File: config.mk
export PLATFORM = sky130hd
export DESIGN_NAME = spi_burst_arbiter
export DESIGN_NICKNAME = d
export VERILOG_FILES = /design/src/rtl/spi_ctrl_pkg.sv /design/src/rtl/spi_rr_picker.sv /design/src/rtl/spi_burst_arbiter.sv
export SDC_FILE = /design/constraint.sdc
export NUM_CORES = 1
export LEC_CHECK = 0
export BUFFER_PORTS_ARGS = -buffer_cell sky130_fd_sc_hd__buf_2
export CELL_PAD_IN_SITES_DETAIL_PLACEMENT = 0
export CELL_PAD_IN_SITES_GLOBAL_PLACEMENT = 1
export CORE_UTILIZATION = 38
export DETAILED_ROUTE_END_ITERATION = 12
export PLACE_DENSITY_LB_ADDON = 0.3
export SLEW_MARGIN = 10
export SYNTH_ARGS = -nofsm -noshare
export SYNTH_HDL_FRONTEND = slang
export SYNTH_SLANG_ARGS = --single-unit
File: constraint.sdc
create_clock -name clk -period 3.4 [get_ports clk]
set_input_delay 0.68 -clock clk [delete_from_list [all_inputs] [get_ports clk]]
set_output_delay 0.68 -clock clk [all_outputs]
set_load 0.005 [all_outputs]
File: src/rtl/spi_ctrl_pkg.sv
// Shared definitions for the SPI burst controller slice: FSM state encoding
// and the default inter-burst chip-select gap.
package spi_ctrl_pkg;

  typedef enum logic [2:0] {
    ST_IDLE,
    ST_LOAD,
    ST_WAIT,
    ST_FIN,
    ST_GAP
  } spi_state_e;

  localparam int unsigned SPI_GAP_DEFAULT = 2;

endpackage

File: src/rtl/spi_rr_picker.sv
// Combinational round-robin selector: one-hot grant and index of the first
// set request at or after ptr, wrapping modulo N.
module spi_rr_picker #(
  parameter int unsigned N  = 3,
  parameter int unsigned PW = (N > 1) ? $clog2(N) : 1
) (
  input  logic [N-1:0]  req,
  input  logic [PW-1:0] ptr,
  output logic [N-1:0]  gnt,
  output logic [PW-1:0] idx,
  output logic          any
);

  int unsigned   pos;
  logic [PW-1:0] p;

  always_comb begin
    gnt = '0;
    idx = '0;
    any = 1'b0;
    pos = 0;
    p   = '0;
    for (int unsigned k = 0; k < N; k++) begin
      pos = (32'(ptr) + k) % N;
      p   = PW'(pos);
      if (!any && req[p]) begin
        any    = 1'b1;
        gnt[p] = 1'b1;
        idx    = p;
      end
    end
  end

endmodule

File: src/rtl/spi_burst_arbiter.sv
// Round-robin arbiter sharing one spi_master byte engine between requesters,
// running a multi-byte burst per grant under a held device chip-select.
module spi_burst_arbiter
  import spi_ctrl_pkg::*;
#(
  parameter int unsigned NREQ  = 3,
  parameter int unsigned LEN_W = 4,
  parameter int unsigned TMO_W = 8,
  parameter int unsigned GAP   = SPI_GAP_DEFAULT
) (
  input  logic                    clk,
  input  logic                    rst,
  input  logic [NREQ-1:0]         req,
  input  logic [NREQ*LEN_W-1:0]   req_len,
  input  logic [NREQ*8-1:0]       req_tx,
  output logic [NREQ-1:0]         grant,
  output logic                    byte_done,
  output logic [7:0]              rx_data,
  output logic                    done,
  output logic                    err,
  output logic [NREQ-1:0]         cs_n,
  output logic [7:0]              spi_data_in,
  output logic                    spi_start,
  input  logic                    spi_busy,
  input  logic                    spi_new_data,
  input  logic [7:0]              spi_data_out
);

  localparam int unsigned PW = $clog2(NREQ);
  localparam int unsigned GW = $clog2(GAP + 1);
  localparam logic [TMO_W-1:0] WD_LAST = {{(TMO_W-1){1'b1}}, 1'b0};

  spi_state_e        state_q, state_d;
  logic [PW-1:0]     rr_ptr_q, gidx_q, fin_idx, nxt_ptr, pick_idx;
  logic [NREQ-1:0]   pick_gnt;
  logic              pick_any, tmo, enter_fin;
  logic [LEN_W-1:0]  cnt_q, len_sel;
  logic [TMO_W-1:0]  wd_q;
  logic [GW-1:0]     gap_q;
  logic [7:0]        tx_sel;

  spi_rr_picker #(.N(NREQ), .PW(PW)) u_pick (
    .req (req),
    .ptr (rr_ptr_q),
    .gnt (pick_gnt),
    .idx (pick_idx),
    .any (pick_any)
  );

  always_comb begin
    len_sel = '0;
    tx_sel  = '0;
    for (int unsigned i = 0; i < NREQ; i++) begin
      if (pick_idx == PW'(i)) len_sel = req_len[i*LEN_W +: LEN_W];
      if (gidx_q == PW'(i))   tx_sel  = req_tx[i*8 +: 8];
    end
  end

  // Watchdog reaches all ones on the edge that ends this cycle; a byte
  // arriving in the same cycle still wins.
  assign tmo = (state_q == ST_WAIT) && !spi_new_data && (wd_q == WD_LAST);

  always_comb begin
    state_d = state_q;
    unique case (state_q)
      ST_IDLE: if (pick_any) state_d = (len_sel == '0) ? ST_FIN : ST_LOAD;
      ST_LOAD: if (!spi_busy) state_d = ST_WAIT;
      ST_WAIT: begin
        if (spi_new_data) state_d = (cnt_q == LEN_W'(1)) ? ST_FIN : ST_LOAD;
        else if (tmo)     state_d = ST_FIN;
      end
      ST_FIN:  state_d = ST_GAP;
      ST_GAP:  if (gap_q == GW'(GAP - 1)) state_d = ST_IDLE;
      default: state_d = ST_IDLE;
    endcase
  end

  assign enter_fin = (state_d == ST_FIN) && (state_q != ST_FIN);
  assign fin_idx   = (state_q == ST_IDLE) ? pick_idx : gidx_q;
  assign nxt_ptr   = (fin_idx == PW'(NREQ - 1)) ? '0 : fin_idx + 1'b1;

  always_ff @(posedge clk or posedge rst) begin
    if (rst) state_q <= ST_IDLE;
    else     state_q <= state_d;
  end

  always_ff @(posedge clk or posedge rst) begin
    if (rst) begin
      grant       <= '0;
      cs_n        <= '1;
      byte_done   <= 1'b0;
      done        <= 1'b0;
      err         <= 1'b0;
      spi_start   <= 1'b0;
      rx_data     <= '0;
      spi_data_in <= '0;
      rr_ptr_q    <= '0;
      gidx_q      <= '0;
      cnt_q       <= '0;
      wd_q        <= '0;
      gap_q       <= '0;
    end else begin
      spi_start <= 1'b0;
      byte_done <= 1'b0;
      done      <= enter_fin;
      err       <= tmo;
      case (state_q)
        ST_IDLE: if (pick_any) begin
          gidx_q <= pick_idx;
          cnt_q  <= len_sel;
          if (len_sel != '0) begin
            grant <= pick_gnt;
            cs_n  <= ~pick_gnt;
          end
        end
        // Start is only issued into an idle engine.
        ST_LOAD: if (!spi_busy) begin
          spi_data_in <= tx_sel;
          spi_start   <= 1'b1;
          wd_q        <= '0;
        end
        ST_WAIT: begin
          wd_q <= wd_q + 1'b1;
          if (spi_new_data) begin
            rx_data   <= spi_data_out;
            byte_done <= 1'b1;
            cnt_q     <= cnt_q - 1'b1;
          end
        end
        ST_GAP: gap_q <= gap_q + 1'b1;
        default: ;
      endcase
      if (enter_fin) begin
        grant    <= '0;
        cs_n     <= '1;
        gap_q    <= '0;
        rr_ptr_q <= nxt_ptr;
      end
    end
  end

endmodule

## Yosys cells after proc, flatten, opt, wreduce, memory -nomap -nowiden

Index checks and enable logic that the tools add are counted.

| word-level totals | value |
|---|---|
| register bits | 47 |
| input port bits | 51 |
| output and inout port bits | 26 |
| logic and storage cells | 134 |

| operators by class | value |
|---|---|
| add/sub/neg operators | 6 |
| divide/modulo/power cells | 3 |
| magnitude comparators | 6 |
| equal/unequal tests | 17 |
| mux-type cells | 56 |
| bitwise operators | 4 |
| reductions and logical operators | 28 |

Operators with widths:

| cell | count |
|---|---|
| $mod A32 B2 Y32 const B | 2 |
| $mux W3 | 16 |
| $mod A2 B2 Y32 const B | 1 |
| $mux W8 | 4 |
| $mux W4 | 5 |
| $mux W2 | 9 |
| $pmux W8 S2 | 1 |
| $pmux W3 S5 | 1 |
| $mux W1 | 13 |
| $reduce_bool A2 Y1 | 6 |
| $eq A3 B2 Y1 const B | 3 |
| $lt A2 B3 Y1 const B | 3 |
| $add A8 B1 Y8 const B | 1 |
| $eq A8 B8 Y1 const B | 1 |
| $logic_and A1 B1 Y1 | 8 |
| $pmux W4 S2 | 1 |
| $reduce_and A2 Y1 | 4 |
| $bmux W1 S2 | 3 |
| $demux W1 S2 | 3 |
| $eq A2 B1 Y1 const B | 3 |
| $eq A2 B2 Y1 const B | 3 |
| $ge A2 B1 Y1 const B | 3 |
| $ne A2 B2 Y1 const B | 3 |
| $or A3 B3 Y3 | 2 |
| 16 further kinds | 21 |

## Longest topological paths before layout

| depth | value |
|---|---|
| depth after elaboration | 22 |
| depth in mapped cells | 10 |
| gate-level depth less buffers | 9 |

## Hierarchy

A second synthesis with hierarchy kept.

| unflattened totals | value |
|---|---|
| cells, all modules | 292 |
| area total of the unflattened synthesis | 2757.6 µm² |

Modules (own cells, without submodules):

| module | times used | cells an instance | area each (µm²) | seq. area each (µm²) |
|---|---|---|---|---|
| spi_burst_arbiter | 1 | 239 | 2409.8 | 1179.9 |
| spi_rr_picker | 1 | 53 | 347.8 | 0.0 |

## Worst setup path after synthesis

Ideal clock, no wire load.

| timing path | value |
|---|---|
| path type | register to register |
| from | reg rr_ptr_q[1] |
| to | reg cs_n[0] |
| library setup time | 0.077 ns |
| arrival | 2.347 ns |
| data required time | 3.323 ns |
| path slack | 0.976 ns |
| stages on the path, launching flop included | 11 |
| path buffers | 1 |
| clock period less this slack | 2.424 ns |
| path through | dfrtp_1 inv_1 ha_1 buf_6 mux2i_1 o22ai_1 o31a_1 or4_4 nand2b_4 nand2_2 o21a_1 |

| between the ends | value |
|---|---|
| elaborated cells between the ends (all ways) | 63 |
| those cells by class | add/sub: 2; div: 3; order compare: 6; eq/ne: 3; mux: 31; bitwise: 3; reduce/logical: 15 |

RTL lines:

| element | RTL line | text |
|---|---|---|
| from (decl) | spi_burst_arbiter.sv:34 | `logic [PW-1:0] rr_ptr_q, gidx_q, fin_idx, nxt_ptr, pick_idx;` |
| from (signal assigned) | spi_burst_arbiter.sv:137 | `rr_ptr_q <= nxt_ptr;` |
| branches (longest 9 deep; another with $mod A32 B2 Y32) | n/a |  |
| $mux W1 * | spi_rr_picker.sv:26 | `if (!any && req[p]) begin` |
| $mux W3 * | spi_burst_arbiter.sv:66 | `ST_IDLE: if (pick_any) state_d = (len_sel == '0) ? ST_FIN : ST_LOAD;` |
| $pmux W3 S5 * | spi_burst_arbiter.sv:65 | `unique case (state_q)` |
| net state_d[0] | spi_burst_arbiter.sv:33 | `spi_state_e state_q, state_d;` |
| $eq A3 B2 Y1 * | spi_burst_arbiter.sv:78 | `assign enter_fin = (state_d == ST_FIN) && (state_q != ST_FIN);` |
| $logic_and A1 B1 Y1 * | spi_burst_arbiter.sv:78 |  |
| $reduce_bool A2 Y1 (no source line) | n/a |  |
| $reduce_and A3 Y1 (no source line) | n/a |  |
| to (signal assigned) | spi_burst_arbiter.sv:113 | `cs_n <= ~pick_gnt;` |
| to (decl) | spi_burst_arbiter.sv:21 | `output logic [NREQ-1:0] cs_n,` |

Mark *: on every way through the listed nets, which the timed path passes. The select of a mux whose other input is x is not followed.
A chain may end at the register's enable or synchronous reset.

## Worst setup path in the final report

| timing path | value |
|---|---|
| from | reg rr_ptr_q[1] |
| to | reg rr_ptr_q[1] |

| between the ends | value |
|---|---|
| elaborated cells between the ends (all ways) | 37 |
| those cells by class | add/sub: 3; div: 3; eq/ne: 4; mux: 20; reduce/logical: 7 |

RTL lines:

| element | RTL line |
|---|---|
| branches (longest 9 deep; another with $mod A32 B2 Y32) | n/a |
| $mux W1 * | spi_rr_picker.sv:26 |
| $mux W3 * | spi_burst_arbiter.sv:66 |
| $pmux W3 S5 * | spi_burst_arbiter.sv:65 |
| net state_d[0] | spi_burst_arbiter.sv:33 |
| $eq A3 B2 Y1 * | spi_burst_arbiter.sv:78 |
| $logic_and A1 B1 Y1 * | spi_burst_arbiter.sv:78 |

Marked as above.

==> flow_summary.ini <==
[yosys]
yosys.cell_types.count = 52
synth_compound_area_frac = 0.168
ys_async_sr_fraction = 1.00
synth_mux_area_frac = 0.0805
synth-main-ff-cell = dfrtp_1
synth_area_per_cell_sq_um = 9.35
seq_area_frac_synth = 0.449
synth_fp_nets = 341
synth-simple-area-share = 0.211
synth_edf_count = 0
yosysWarnings = 0
syn_inst = 281
synth-adder-area-share = 0.0429
ys_seq_elements = 47
synth_top_family_by_area = simple AND/OR/NAND/NOR gates
synth-xor-area-share = 0.0100
synth_area_sq_um = 2630

[min_path]
min_path_type = flip-flop to flip-flop

[timing]
rsz0062_at_grt = no
min_period_ns = 2.80
setup_tns_ns = 0
worst_pin_slew_ns = 0.973
slew_violations = 0
fin_crit_sh = 0.824
hold_viol = 0
clock-skew-final_ns = 0.00719
max_freq_ghz = 0.357
finalSetupViolations = 0
relSlewSlack = 0.351

[die]
dieWidth_um = 85.2
dieArea_sq_um = 7250
core_sq_um = 6490
ios = 77
die_height_um = 85.2
start_util = 0.405
rows = 29

[place]
hpwl_um = 4480
portBuffers = 76
routabilityCongestion = 0.828

[worst_setup_path]
start_kind = flip-flop
crit_arrival_ns = 3.00
crit_path_end_kind = flip-flop
worstSetupPathType = flip-flop to flip-flop
critPathMaxFanout = 11
cp.required_ns = 3.60

[detailed_routing]
viasPerCell = 5.30
drt_iter0_markers = 81
postRouteAntennaNets = 0
firstDrtPassIters = 4
wirelength_um = 6070
via_count = 2293
drc = 0
wl_per_cell_um = 14.0

[clock_tree]
ctsHoldBuffers = 0
cts_tree = done
clk_pin_slew_ns = 0.09
cts.htree.levels = 2
cts_made_buffers = 5
cts-root-buf = clkbuf_8
cts_setup_buffers = 0
post_cts_resized = 0
clock_latency_ns = 0.30
numClockSinks = 47
cts_buffer_depth = 2

[run]
max_cap_violations = 0

[grt]
grt_pass1_vias = 2127
grt_max_degree = 48
grt_pass1_wl_um = 10200
grtUsageTotal = 0.178
antenna_found_initial = 0
grt-ovfl-total = 0

[cells_and_area]
nNetsFinal = 415
drive_above_1_share = 0.306
antennaDiodeCount = 0
final_common_cell = buf_2
area_growth_pct = 20.7
mostFrequentLayoutCells = buf_2, dfrtp_1, nand2_1

[power]
leakage_uw = 0.00150
vdd_drop_max_uv = 443
p_total_uw = 2730
powerDensity_nw_per_um2 = 860

[status]
status = completed
==> cell families (layout without fill, tap and decap cells) <==
family / after synthesis / in the layout
fa+ha+maj: 9 / 9
buf+inv: 24 / 99
xor+xnor: 3 / 3
mux: 20 / 20
simple gates: 107 / 107
flops: 47 / 47
compound gates: 71 / 71
==> path summary, 6_finish.rpt <==
| kind | from | endpoint | slack (ns) | cells after the start |
|---|---|---|---|---|
| max in group asynchronous | rst | rx_data[6] | 2.19 | 2 |
| max reg2reg | rr_ptr_q[1] | rr_ptr_q[1] | 0.60 | 9 |
| max | rr_ptr_q[1] | rr_ptr_q[1] | 0.60 | 9 |
| min | spi_data_in[6] | spi_data_in[6] | 0.48 | 2 |
| min reg2reg | spi_data_in[6] | spi_data_in[6] | 0.48 | 2 |
| min in group asynchronous | rst | gidx_q[1] | 0.61 | 2 |
==> sequential cells by signal, indices dropped and copies added, names as in the netlist <==
signal and count:
state_q 3, grant 3, done 1, byte_done 1
err 1, gap_q 2, cs_n 3, rx_data 8
spi_start 1, spi_data_in 8, cnt_q 4, rr_ptr_q 2
wd_q 8, gidx_q 2
==> layer usage <==
metal | share of wire | global-route usage | vias to the layer above | wire [um]
li1 | - | - | 1152 | -
met1 | 0.48 | 0.252 | 1084 | 2920
met2 | 0.46 | 0.284 | 53 | 2800
met3 | 0.049 | 0.0350 | 4 | 300
met4 | 0.0076 | 0.0416 | 0 | 46
met5 | 0 | 0 | - | 0
==> stage by stage <==
stage | instances | utilization | setup WS (ns) | hold WS (ns) | instance area, sq um
finish | 433 | 0.488 | 0.598 | 0.481 | 3170
global route | 433 | 0.488 | 0.379 | 0.517 | 3170
CTS | 433 | 0.488 | 0.596 | 0.486 | 3170
detailed placement | 425 | 0.472 | 0.613 | 0.465 | 3070
global placement | 425 | 0.472 | 0.713 | 0.459 | 3070
floorplan | 281 | - | 0.976 | 0.457 | 2630
==> area by class of cell <==
class | count | area [sq um]
Clock buffer | 7 | 96.3
Timing Repair Buffer | 78 | 395
Fill cell | 639 | 3320
Inverter | 13 | 48.8
Multi-Input combinational cell | 210 | 1350
Tap cell | 77 | 96.3
Sequential cell | 47 | 1180
Clock inverter | 1 | 7.51
==> Yosys cell counts (4+ instances only) <==
master | instances | share of area
a21oi_1 | 15 | 0.029
a221oi_1 | 5 | 0.017
clkbuf_1 | 6 | 0.0086
dfrtp_1 | 44 | 0.42
ha_1 | 9 | 0.043
inv_1 | 13 | 0.019
mux2_2 | 9 | 0.039
mux2i_1 | 11 | 0.042
nand2_1 | 34 | 0.049
nand2b_1 | 6 | 0.014
nand3_1 | 14 | 0.027
nand4_1 | 4 | 0.0095
nor2_1 | 18 | 0.026
nor2b_1 | 5 | 0.012
nor3_1 | 5 | 0.0095
o21ai_0 | 27 | 0.051
o21ai_1 | 5 | 0.0095
==> critical path, cell delays in order (launching register included) <==
cell,delay (ns)
dfrtp_1,0.40
inv_1,0.11
ha_1,0.41
mux2i_1,0.30
o21ai_1,0.17
o31a_1,0.38
or4_4,0.56
nand2b_4,0.12
o22ai_1,0.07
a32oi_1,0.19
==> report_power, final <==
group | internal (uW) | switching [uW]
Sequential | 771 | 170
Clock | 185 | 188
Combinational | 614 | 802
Power figures use the tool's default switching activity.
